===== config.mk =====
export PLATFORM = sky130hd
export DESIGN_NAME = accel_spi_sequencer
export DESIGN_NICKNAME = d
export VERILOG_FILES = /design/src/rtl/accel_spi_sequencer.sv
export SDC_FILE = /design/constraint.sdc
export NUM_CORES = 1
export LEC_CHECK = 0
export ABC_AREA = 1
export ABC_CLOCK_PERIOD_IN_PS = 2900
export BUFFER_PORTS_ARGS = -buffer_cell sky130_fd_sc_hd__buf_2
export CORE_MARGIN = 4
export CORE_UTILIZATION = 60
export DETAILED_ROUTE_END_ITERATION = 6
export PLACE_DENSITY = 0.8
export SYNTH_ARGS = -nofsm -noshare
export SYNTH_HDL_FRONTEND = slang
export SYNTH_SLANG_ARGS = --single-unit

===== constraint.sdc =====
create_clock -name clk -period 2.9 [get_ports clk]
set_clock_uncertainty 0.15 [all_clocks]
set_input_delay 0.725 -clock clk [delete_from_list [all_inputs] [get_ports clk]]
set_output_delay 0.725 -clock clk [all_outputs]
set_load 0.03 [all_outputs]

===== src/rtl/accel_spi_sequencer.sv =====
// SPI mode-3 sequencer for a 3-axis accelerometer: one CTRL_REG1 write after reset
// (or on request), then periodic 6-byte burst reads latched into accel_x/y/z.
module accel_spi_sequencer #(
   parameter int unsigned CLK_DIV     = 4,
   parameter int unsigned POLL_PERIOD = 100000
) (
   input  logic        clk,
   input  logic        rst,
   input  logic        cfg_req,
   input  logic        SDO,
   output logic        SDI,
   output logic        SPC,
   output logic        CS,
   output logic [15:0] accel_x,
   output logic [15:0] accel_y,
   output logic [15:0] accel_z,
   output logic        sample_valid,
   output logic        busy
);
   localparam int unsigned TW         = $clog2(POLL_PERIOD + 1);
   localparam logic [55:0] CFG_FRAME  = {8'h20, 8'h47, 40'h0};
   localparam logic [55:0] READ_FRAME = {8'hE8, 48'h0};

   typedef enum logic [2:0] {RESET_WAIT, CFG, POLL_WAIT, READ, LATCH} state_t;
   typedef enum logic [1:0] {PH_LEAD, PH_LOW, PH_HIGH, PH_TAIL} phase_t;

   state_t          state;
   phase_t          phase;
   logic [7:0]      div_cnt;
   logic [5:0]      bit_cnt;
   logic [TW-1:0]   timer;
   logic [55:0]     tx;
   logic [47:0]     rx;
   logic            pend;
   logic            div_end;
   logic            last_bit;
   logic            cfg_now;
   logic            poll_done;

   always_comb begin
      div_end   = (div_cnt == 8'(CLK_DIV - 1));
      last_bit  = (state == READ) ? (bit_cnt == 6'd55) : (bit_cnt == 6'd15);
      cfg_now   = pend | cfg_req;
      poll_done = (timer == TW'(POLL_PERIOD));
   end

   always_ff @(posedge clk or negedge rst) begin
      if (!rst) begin
         state        <= RESET_WAIT;
         phase        <= PH_LEAD;
         div_cnt      <= '0;
         bit_cnt      <= '0;
         timer        <= '0;
         tx           <= '0;
         rx           <= '0;
         pend         <= 1'b0;
         CS           <= 1'b1;
         SPC          <= 1'b1;
         SDI          <= 1'b0;
         busy         <= 1'b0;
         sample_valid <= 1'b0;
         accel_x      <= '0;
         accel_y      <= '0;
         accel_z      <= '0;
      end else begin
         sample_valid <= 1'b0;
         pend         <= pend | cfg_req;
         case (state)
            RESET_WAIT: begin
               if (timer == TW'(15)) begin
                  state   <= CFG;
                  tx      <= CFG_FRAME;
                  pend    <= 1'b0;
                  CS      <= 1'b0;
                  busy    <= 1'b1;
                  phase   <= PH_LEAD;
                  div_cnt <= '0;
                  bit_cnt <= '0;
                  timer   <= '0;
               end else begin
                  timer <= timer + TW'(1);
               end
            end
            POLL_WAIT: begin
               // timer stops at POLL_PERIOD because expiry always leaves this state
               if (cfg_now || poll_done) begin
                  CS      <= 1'b0;
                  busy    <= 1'b1;
                  phase   <= PH_LEAD;
                  div_cnt <= '0;
                  bit_cnt <= '0;
                  timer   <= '0;
                  if (cfg_now) begin
                     state <= CFG;
                     tx    <= CFG_FRAME;
                     pend  <= 1'b0;
                  end else begin
                     state <= READ;
                     tx    <= READ_FRAME;
                  end
               end else begin
                  timer <= timer + TW'(1);
               end
            end
            CFG, READ: begin
               div_cnt <= div_end ? '0 : div_cnt + 8'd1;
               if (div_end) begin
                  case (phase)
                     PH_LEAD: begin
                        SPC   <= 1'b0;
                        SDI   <= tx[55];
                        tx    <= {tx[54:0], 1'b0};
                        phase <= PH_LOW;
                     end
                     PH_LOW: begin
                        SPC   <= 1'b1;
                        rx    <= {rx[46:0], SDO};
                        phase <= PH_HIGH;
                     end
                     PH_HIGH: begin
                        if (last_bit) begin
                           CS    <= 1'b1;
                           busy  <= 1'b0;
                           SDI   <= 1'b0;
                           phase <= PH_TAIL;
                        end else begin
                           SPC     <= 1'b0;
                           SDI     <= tx[55];
                           tx      <= {tx[54:0], 1'b0};
                           bit_cnt <= bit_cnt + 6'd1;
                           phase   <= PH_LOW;
                        end
                     end
                     PH_TAIL: begin
                        // CS has been high one half-period: guarantees the inter-frame gap
                        state <= (state == READ) ? LATCH : POLL_WAIT;
                        timer <= '0;
                     end
                  endcase
               end
            end
            LATCH: begin
               accel_x      <= {rx[39:32], rx[47:40]};
               accel_y      <= {rx[23:16], rx[31:24]};
               accel_z      <= {rx[7:0],   rx[15:8]};
               sample_valid <= 1'b1;
               state        <= POLL_WAIT;
               timer        <= '0;
            end
            default: state <= RESET_WAIT;
         endcase
      end
   end
endmodule


==> results of run 1 <==
[kinds of logic (layout without fill, tap and decap cells)]
| family | Yosys count | after routing | synth area share |
|---|---|---|---|
| compound gates | 130 | 130 | 0.0959 |
| xor+xnor | 4 | 4 | 0.00502 |
| fa+ha+maj | 9 | 9 | 0.0161 |
| buf+inv | 134 | 203 | 0.0770 |
| flops | 154 | 154 | 0.552 |
| simple gates | 409 | 409 | 0.254 |
[metal layers]
metal / GRT usage / up-vias
met2: 0.373 / 115
met5: 0 / -
met4: 0.0681 / 0
li1: - / 2758
met3: 0.0742 / 11
met1: 0.294 / 2591
[registers in the layout (all words and copies together), names as in the netlist, 6 cells and up]
name	flops
bit_cnt	6
accel_z	16
timer	17
accel_y	16
rx	48
div_cnt	8
accel_x	16
tx	16
[cell usage after synthesis (all sizes together)]
library cell  number
a21oi             11
o21ai            113
dfstp              2
nor2              74
inv              107
ha                 9
or2                3
nand3b             2
o21bai             2
clkbuf            12
xor2               4
dfrtp            152
a21boi             2
nor3               9
a31oi              1
buf               15
nand4             10
o41ai              1
nand3             52
nand2            259
[layout make-up]
class / instances / area [um^2]
flip-flops and latches: 154 / 3860
inverters: 107 / 407
multi-input cells: 552 / 2590
fillers: 899 / 3450
clock inverters: 13 / 111
well taps: 143 / 179
repair buffers: 64 / 384
clock buffers: 19 / 443
[report_power, final]
group	switching (uW)	internal, uW	leakage (uW)
logic	45.7	10.6	0.00168
registers	2.49	2150	0.00206
clock network	918	1140	0.000264
[path summary, 6_finish.rpt]
kind | start | to | slack (ns)
worst max-delay path | div_cnt[0] | timer[9] | 0.61
worst min-delay path | rst | tx[43] | 0.09
worst max register to register | div_cnt[0] | timer[9] | 0.61
worst min register to register | CS | CS | 0.32
max in group asynchronous | rst | SPC | 1.81
min in group clk | CS | CS | 0.32
[per-stage QoR]
step                      power [uW]  area, um^2  setup slack (ns)
after floorplan                 2200        6980             0.907
final                           4270        7970             0.605
after global placement          2250        7410             0.663
after CTS                       4310        7970             0.629
after global routing            4420        7970             0.520
after detailed placement        2250        7410             0.636
==> impl_metrics.ini, run 1 <==
[placement]
place_inst = 1020
hpwl_um = 9450
io_buffers = 56
gp_congestion = 0.894

[floorplan]
die_y_um = 116
start_util = 0.612
dieArea_mm2 = 0.0134
rows = 39
core-area_mm2 = 0.0114
fp.dieW_um = 116
ios = 57

[route]
first_pass_iters = 5
ant_nets = 0
wl_met2_um = 6960
wl_met1_um = 6400
routedWlPerCell_um = 13.5
drc = 0
wl_met3_um = 715
dr.max_layer_used = met4
first_iter_violations = 430
vias_per_cell = 5.20
vias = 5475
totalWireLength_um = 14200

[yosys]
synth_area_leaders = dfrtp_1 (54%), nand2_1 (14%), inv_1 (5.4%), o21ai_0 (5.0%), nor2_1 (3.5%)
synth.cell_area_mm2 = 0.00698
yosys_warnings = 0
synth_cells = 840
ys_ff_latch = 154
synth_cell_types = 33
netlist.area_leader.share = 0.545
syn_area_per_cell_um2 = 8.31
yosysSeqAreaShare = 0.552
synth_top_area_cell = dfrtp_1
syn_nets = 853

[critical_path]
critPathBufInv = 0
rr_worst_depth = 8
crit_slowest_cell = nor2_1
critPathMostFrequentCell = nand2_1
max_stage_delay_ns = 0.43
path_cells = ha_1, nand2_1, nor2_1, nand2_1, nand2_1, nand2_1, nor2_1, nor2_1
critPathTopFamily = simple AND/OR/NAND/NOR gates
cp.required_ns = 3.04
crit_type = flop to flop
arrival_ns = 2.43
start_kind = flop
cp.depth = 8
end_kind = flop
cp_max_fo = 10

[layout]
stdcell_count = 1052
layout_commonest_cell = nand2_1
most-common-layout-cells = nand2_1 (252), dfrtp_1 (152), inv_1 (100)
final_core_util = 0.698
area_growth_pct = 14.1
antenna_cells = 0
drive_gt1_frac = 0.142
nNetsFinal = 909

[clock_tree]
cts_setup_buffers = 0
path_clk_slew_ns = 0.07
cts_root_buf = clkbuf_16
htree_levels = 4
cts.repair.resized = 0
tritoncts = yes
clkSinkCount = 154
cts_buffers = 17
clk_path_buf_depth = 2
clock_latency_ns = 0.43
cts_hold_buf = 0

[timing]
finalSetupViolCount = 0
hold_viol = 0
slew_viol_final = 0
period_share = 0.791
slew_headroom = 0.680
finalCriticalPeriod_ns = 2.29
rsz0062_at_grt = no
fmax_mhz = 436
holdWs_ns = 0.0912
worstMarginPinSlew_ns = 0.480
final.setup.tns_ns = 0

[global_route]
grt_pass1_vias = 5293
grt.total_usage = 0.228
grt_max_degree = 96
grt-ovfl-total = 0
antenna_found_initial = 0
grt_pass1_wl_um = 24300

[pwr]
cellPowerDensity_mw_per_mm2 = 536
p_leak_uw = 0.00400
ir_drop_v = 0.000457

[run_status]
status = complete, no violations

[flow_run]
drv_cap = 0

[hold_path]
hp-class = input port to async pin
Power figures use the tool's default switching activity.
==> inputs of run 2 (changes only) <==
ABC_CLOCK_PERIOD_IN_PS = 2150   (was 2900)
clock period = 2.15 ns   (was 2.9 ns; I/O delays follow)
==> impl_metrics.ini, run 2 (synthesized netlist as in run 1, its figures left out) <==
[clock_tree]
cts_root_buf = clkbuf_16
clock_latency_ns = 0.43
clk_path_buf_depth = 2
tritoncts = yes
path_clk_slew_ns = 0.06
cts_buffers = 17
htree_levels = 4
clkSinkCount = 154

[timing]
hold_viol = 0
finalCriticalPeriod_ns = 1.96
finalWorstSetupSlack_ns = 0.187
slew_headroom = 0.731
slew_viol_final = 0
period_share = 0.913
finalSetupViolCount = 0
rsz0062_at_grt = no
holdWs_ns = 0.220
fmax_mhz = 509
worstMarginPinSlew_ns = 0.403
final.setup.tns_ns = 0

[layout]
regArea_mm2 = 0.00386
antenna_cells = 0
most-common-layout-cells = nand2_1 (249), dfrtp_1 (152), inv_1 (99)
nNetsFinal = 922
area_growth_pct = 16.3
drive_gt1_frac = 0.159
largest_register_ffs = 48
top_register = rx
stdcell_count = 1064
layout_commonest_cell = nand2_1
multi_input_area_mm2 = 0.00261
reg_top3 = rx: 48 flops, timer: 17 flops
finalInstanceArea_mm2 = 0.00812
fill_cells = 864

[pwr]
p_leak_uw = 0.00407
cellPowerDensity_mw_per_mm2 = 725
ir_drop_v = 0.000640

[floorplan]
dieArea_mm2 = 0.0134
ios = 57
fp.dieW_um = 116
core-area_mm2 = 0.0114
start_util = 0.612
rows = 39
die_y_um = 116

[placement]
io_buffers = 56
place_inst = 1027
hpwl_um = 9090
gp_congestion = 0.872
postPlaceCellArea_mm2 = 0.00748
dp_slack_ns = 0.0575

[route]
first_pass_iters = 5
ant_nets = 0
totalWireLength_um = 14200
routedWlPerCell_um = 13.4
drc = 0
first_iter_violations = 503
vias_per_cell = 5.21
vias = 5548

[global_route]
grt.total_usage = 0.229
grt-ovfl-total = 0
met2_usage = 0.361
grt_max_degree = 97
antenna_found_initial = 0
grt_pass1_vias = 5271
top_usage_layer = met2
grt_pass1_wl_um = 24400
met3_usage = 0.0679
use_met1 = 0.310

[critical_path]
start_kind = flop
crit_slowest_cell = dfrtp_1
crit_type = flop to flop
reg2reg_to = div_cnt[0]
critPathMostFrequentCell = nand3_1
cp_max_fo = 8
critPathTopFamily = simple AND/OR/NAND/NOR gates
r2r-start = timer[1]
setup.worst_path.start = timer[1]
max_stage_delay_ns = 0.38
arrival_ns = 2.11
cp.required_ns = 2.30
rr_worst_depth = 9
reg2reg_slack_ns = 0.19
cp.depth = 9
path_cells = ha_1, nand3_2, nor2_1, nand3_1, nand2_2, buf_4, nand3_1, nand2_1, o21ai_0
end_kind = flop
critPathBufInv = 1

[flow_run]
drv_cap = 0

[hold_path]
min_from = SDO
worstHoldPathCells = 3
hp-class = input port to flop
min_to = rx[0]

[run_status]
status = complete, no violations
==> run 2: cell count changes in the layout (fill, tap and decap cells not counted), sizes merged <==
cell,change
clkbuf,-1
dlygate4sd3,+1
bufinv,+2
clkinv,+1
inv,-3
buf,+12
==> run 2: final cells by class <==
| class | instances | area share |
|---|---|---|
| clock buffers | 18 | 0.0529 |
| repair buffers | 77 | 0.0612 |
| well taps | 143 | 0.0220 |
| flip-flops and latches | 154 | 0.475 |
| clock inverters | 13 | 0.0179 |
| inverters | 107 | 0.0501 |
| multi-input cells | 552 | 0.321 |
==> run 2: worst max path at each step <==
stage and endpoint:
3_5_place_dp timer[5], 4_1_cts timer[5], 3_3_place_gp timer[7], 5_1_grt div_cnt[6], 2_1_floorplan tx[46], 6_report div_cnt[0]
==> run 2: through the flow <==
step	power, uW	utilization
2_1_floorplan	2970	-
3_3_place_gp	3040	0.655
3_5_place_dp	3040	0.655
4_1_cts	5940	0.706
5_1_grt	6090	0.711
6_report	5890	0.711
==> run 2: repair_timing <==
action | in CTS | in global routing
setup endpoints to repair | 0 | 37
hold buffers | 1 | 0
setup buffers | 0 | 5
resized for setup | 0 | 8
hold endpoints to repair | 33 | 0
==> run 2: worst reg2reg max path, delay by kind of cell (launching register included) <==
kind,cells,cell delay [ns]
simple gates,6,0.87
flops,1,0.38
fa+ha+maj,1,0.20
buf+inv,1,0.14
compound gates,1,0.10
==> run 2: layer usage <==
layer / vias to the layer above / routed length (um)
li1: 2787 / -
met1: 2607 / 6460
met2: 136 / 6800
met3: 18 / 791
met4: 0 / 174
met5: - / 0
==> run 2: report_power, final <==
part / switching [uW] / internal, uW
Clock: 1190 / 1710
Combinational: 61.9 / 15.6
Sequential: 3.32 / 2910
==> inputs of run 3 (changes only) <==
==> constraint.sdc (replaced) <==
create_clock -name clk -period 2.15 [get_ports clk]
set_clock_uncertainty 0.15 [all_clocks]
set_input_delay 0.3225 -clock clk [delete_from_list [all_inputs] [get_ports clk]]
set_output_delay 0.3225 -clock clk [all_outputs]
set_load 0.03 [all_outputs]
==> impl_metrics.ini, run 3 (synthesized netlist as in run 1, its figures left out) <==
[run_status]
status = complete, no violations

[critical_path]
start_kind = flop
end_kind = flop
crit_type = flop to flop
cp_max_fo = 7
arrival_ns = 2.24
cp.required_ns = 2.35

[floorplan]
start_util = 0.612
rows = 39
die_y_um = 116
ios = 57
fp.dieW_um = 116
dieArea_mm2 = 0.0134
core-area_mm2 = 0.0114

[route]
totalWireLength_um = 14400
first_pass_iters = 7
drc = 0
routedWlPerCell_um = 13.5
vias = 5573
vias_per_cell = 5.23
first_iter_violations = 530
ant_nets = 0

[layout]
layout_commonest_cell = nand2_1
reg_top3 = rx: 48 flops, timer: 17 flops
drive_gt1_frac = 0.159
largest_register_ffs = 48
stdcell_count = 1066
fill_cells = 874
most-common-layout-cells = nand2_1 (249), dfrtp_1 (152), inv_1 (100)
area_growth_pct = 16.5
nNetsFinal = 923
top_register = rx
regArea_mm2 = 0.00386
multi_input_area_mm2 = 0.00262
antenna_cells = 0

[clock_tree]
tritoncts = yes
cts_buffers = 17
cts_root_buf = clkbuf_16
clock_latency_ns = 0.42
htree_levels = 4
clkSinkCount = 154
clk_path_buf_depth = 2
path_clk_slew_ns = 0.07

[pwr]
switching_share = 0.218
power.switching_uw = 1260
p_leak_uw = 0.00408
seqPwrFrac = 0.502
p_int_uw = 4530
power.share.clock = 0.484
cellPowerDensity_mw_per_mm2 = 712
ir_drop_v = 0.000684
pwr-share-comb = 0.014

[timing]
worstMarginPinSlew_ns = 0.398
period_share = 0.946
slew_viol_final = 0
holdWs_ns = 0.238
finalSetupViolCount = 0
fmax_mhz = 492
hold_viol = 0
finalCriticalPeriod_ns = 2.03
rsz0062_at_grt = yes
slew_headroom = 0.732

[global_route]
grt-ovfl-total = 0
antenna_found_initial = 0
grt.total_usage = 0.231
grt_pass1_wl_um = 24600
grt_max_degree = 97
grt_pass1_vias = 5282

[placement]
hpwl_um = 9230
gp_congestion = 0.907
place_inst = 1022
io_buffers = 56

[flow_run]
drv_cap = 0

[hold_path]
hp-class = input port to async pin
-- run 3: path summary, 6_finish.rpt --
kind,slack [ns],startpoint,cells past startpoint,to
setup / recovery,0.12,timer[1],10,tx[55]
hold / removal,0.24,rst,2,tx[50]
setup reg to reg,0.12,timer[1],10,tx[55]
hold reg to reg,0.32,CS,2,CS
max in group asynchronous,0.95,rst,3,accel_x[4]
min in group clk,0.26,cfg_req,3,pend
-- run 3: area by class of cell --
type / instances / share of cell area
inverters: 107 / 0.0500
clock inverters: 13 / 0.0148
repair buffers: 78 / 0.0638
flip-flops and latches: 154 / 0.474
multi-input cells: 552 / 0.322
well taps: 143 / 0.0220
clock buffers: 19 / 0.0532
-- run 3: timing repair --
item,CTS,global route
hold buffers,2,0
pin swaps,0,3
setup buffers,0,10
cloned,0,0
resized for setup,1,8
hold endpoints to repair,41,0
setup endpoints to repair,6,37
-- run 3: metal layers --
layer / wire [um] / vias up / track usage
met5: 0 / - / 0
met4: 171 / 0 / 0.0742
met3: 805 / 18 / 0.0674
met2: 7060 / 147 / 0.364
met1: 6390 / 2619 / 0.314
li1: - / 2789 / -
-- run 3: critical path, cell delays in order, from the launching register on --
cell,delay (ns)
dfrtp_1,0.38
ha_2,0.21
nand3_2,0.14
nor2_1,0.14
nand3_1,0.12
nand2_2,0.17
nand2_4,0.11
nor2_8,0.20
buf_4,0.18
nand3_1,0.08
nand2_1,0.09
-- run 3: per-stage QoR --
step	setup TNS, ns	utilization	setup slack (ns)	power [uW]	instance area [um^2]
finish	0	0.712	0.117	5790	8130
global route	-0.0317	0.712	-0.0100	6000	8130
CTS	0	0.703	0.0570	5850	8030
detailed placement	0	0.653	0.0340	3040	7450
global placement	0	0.653	0.128	3040	7450
floorplan	0	-	0.353	2970	6980
-- run 3: power by group through the flow --
stage	Combinational, uW	Sequential (uW)	Clock, uW
final	78.5	2910	2800
after floorplan	8.28	2960	0
after global routing	92.7	2910	3000
after detailed placement	80.4	2960	0
after CTS	83.4	2910	2860
after global placement	79.4	2960	0
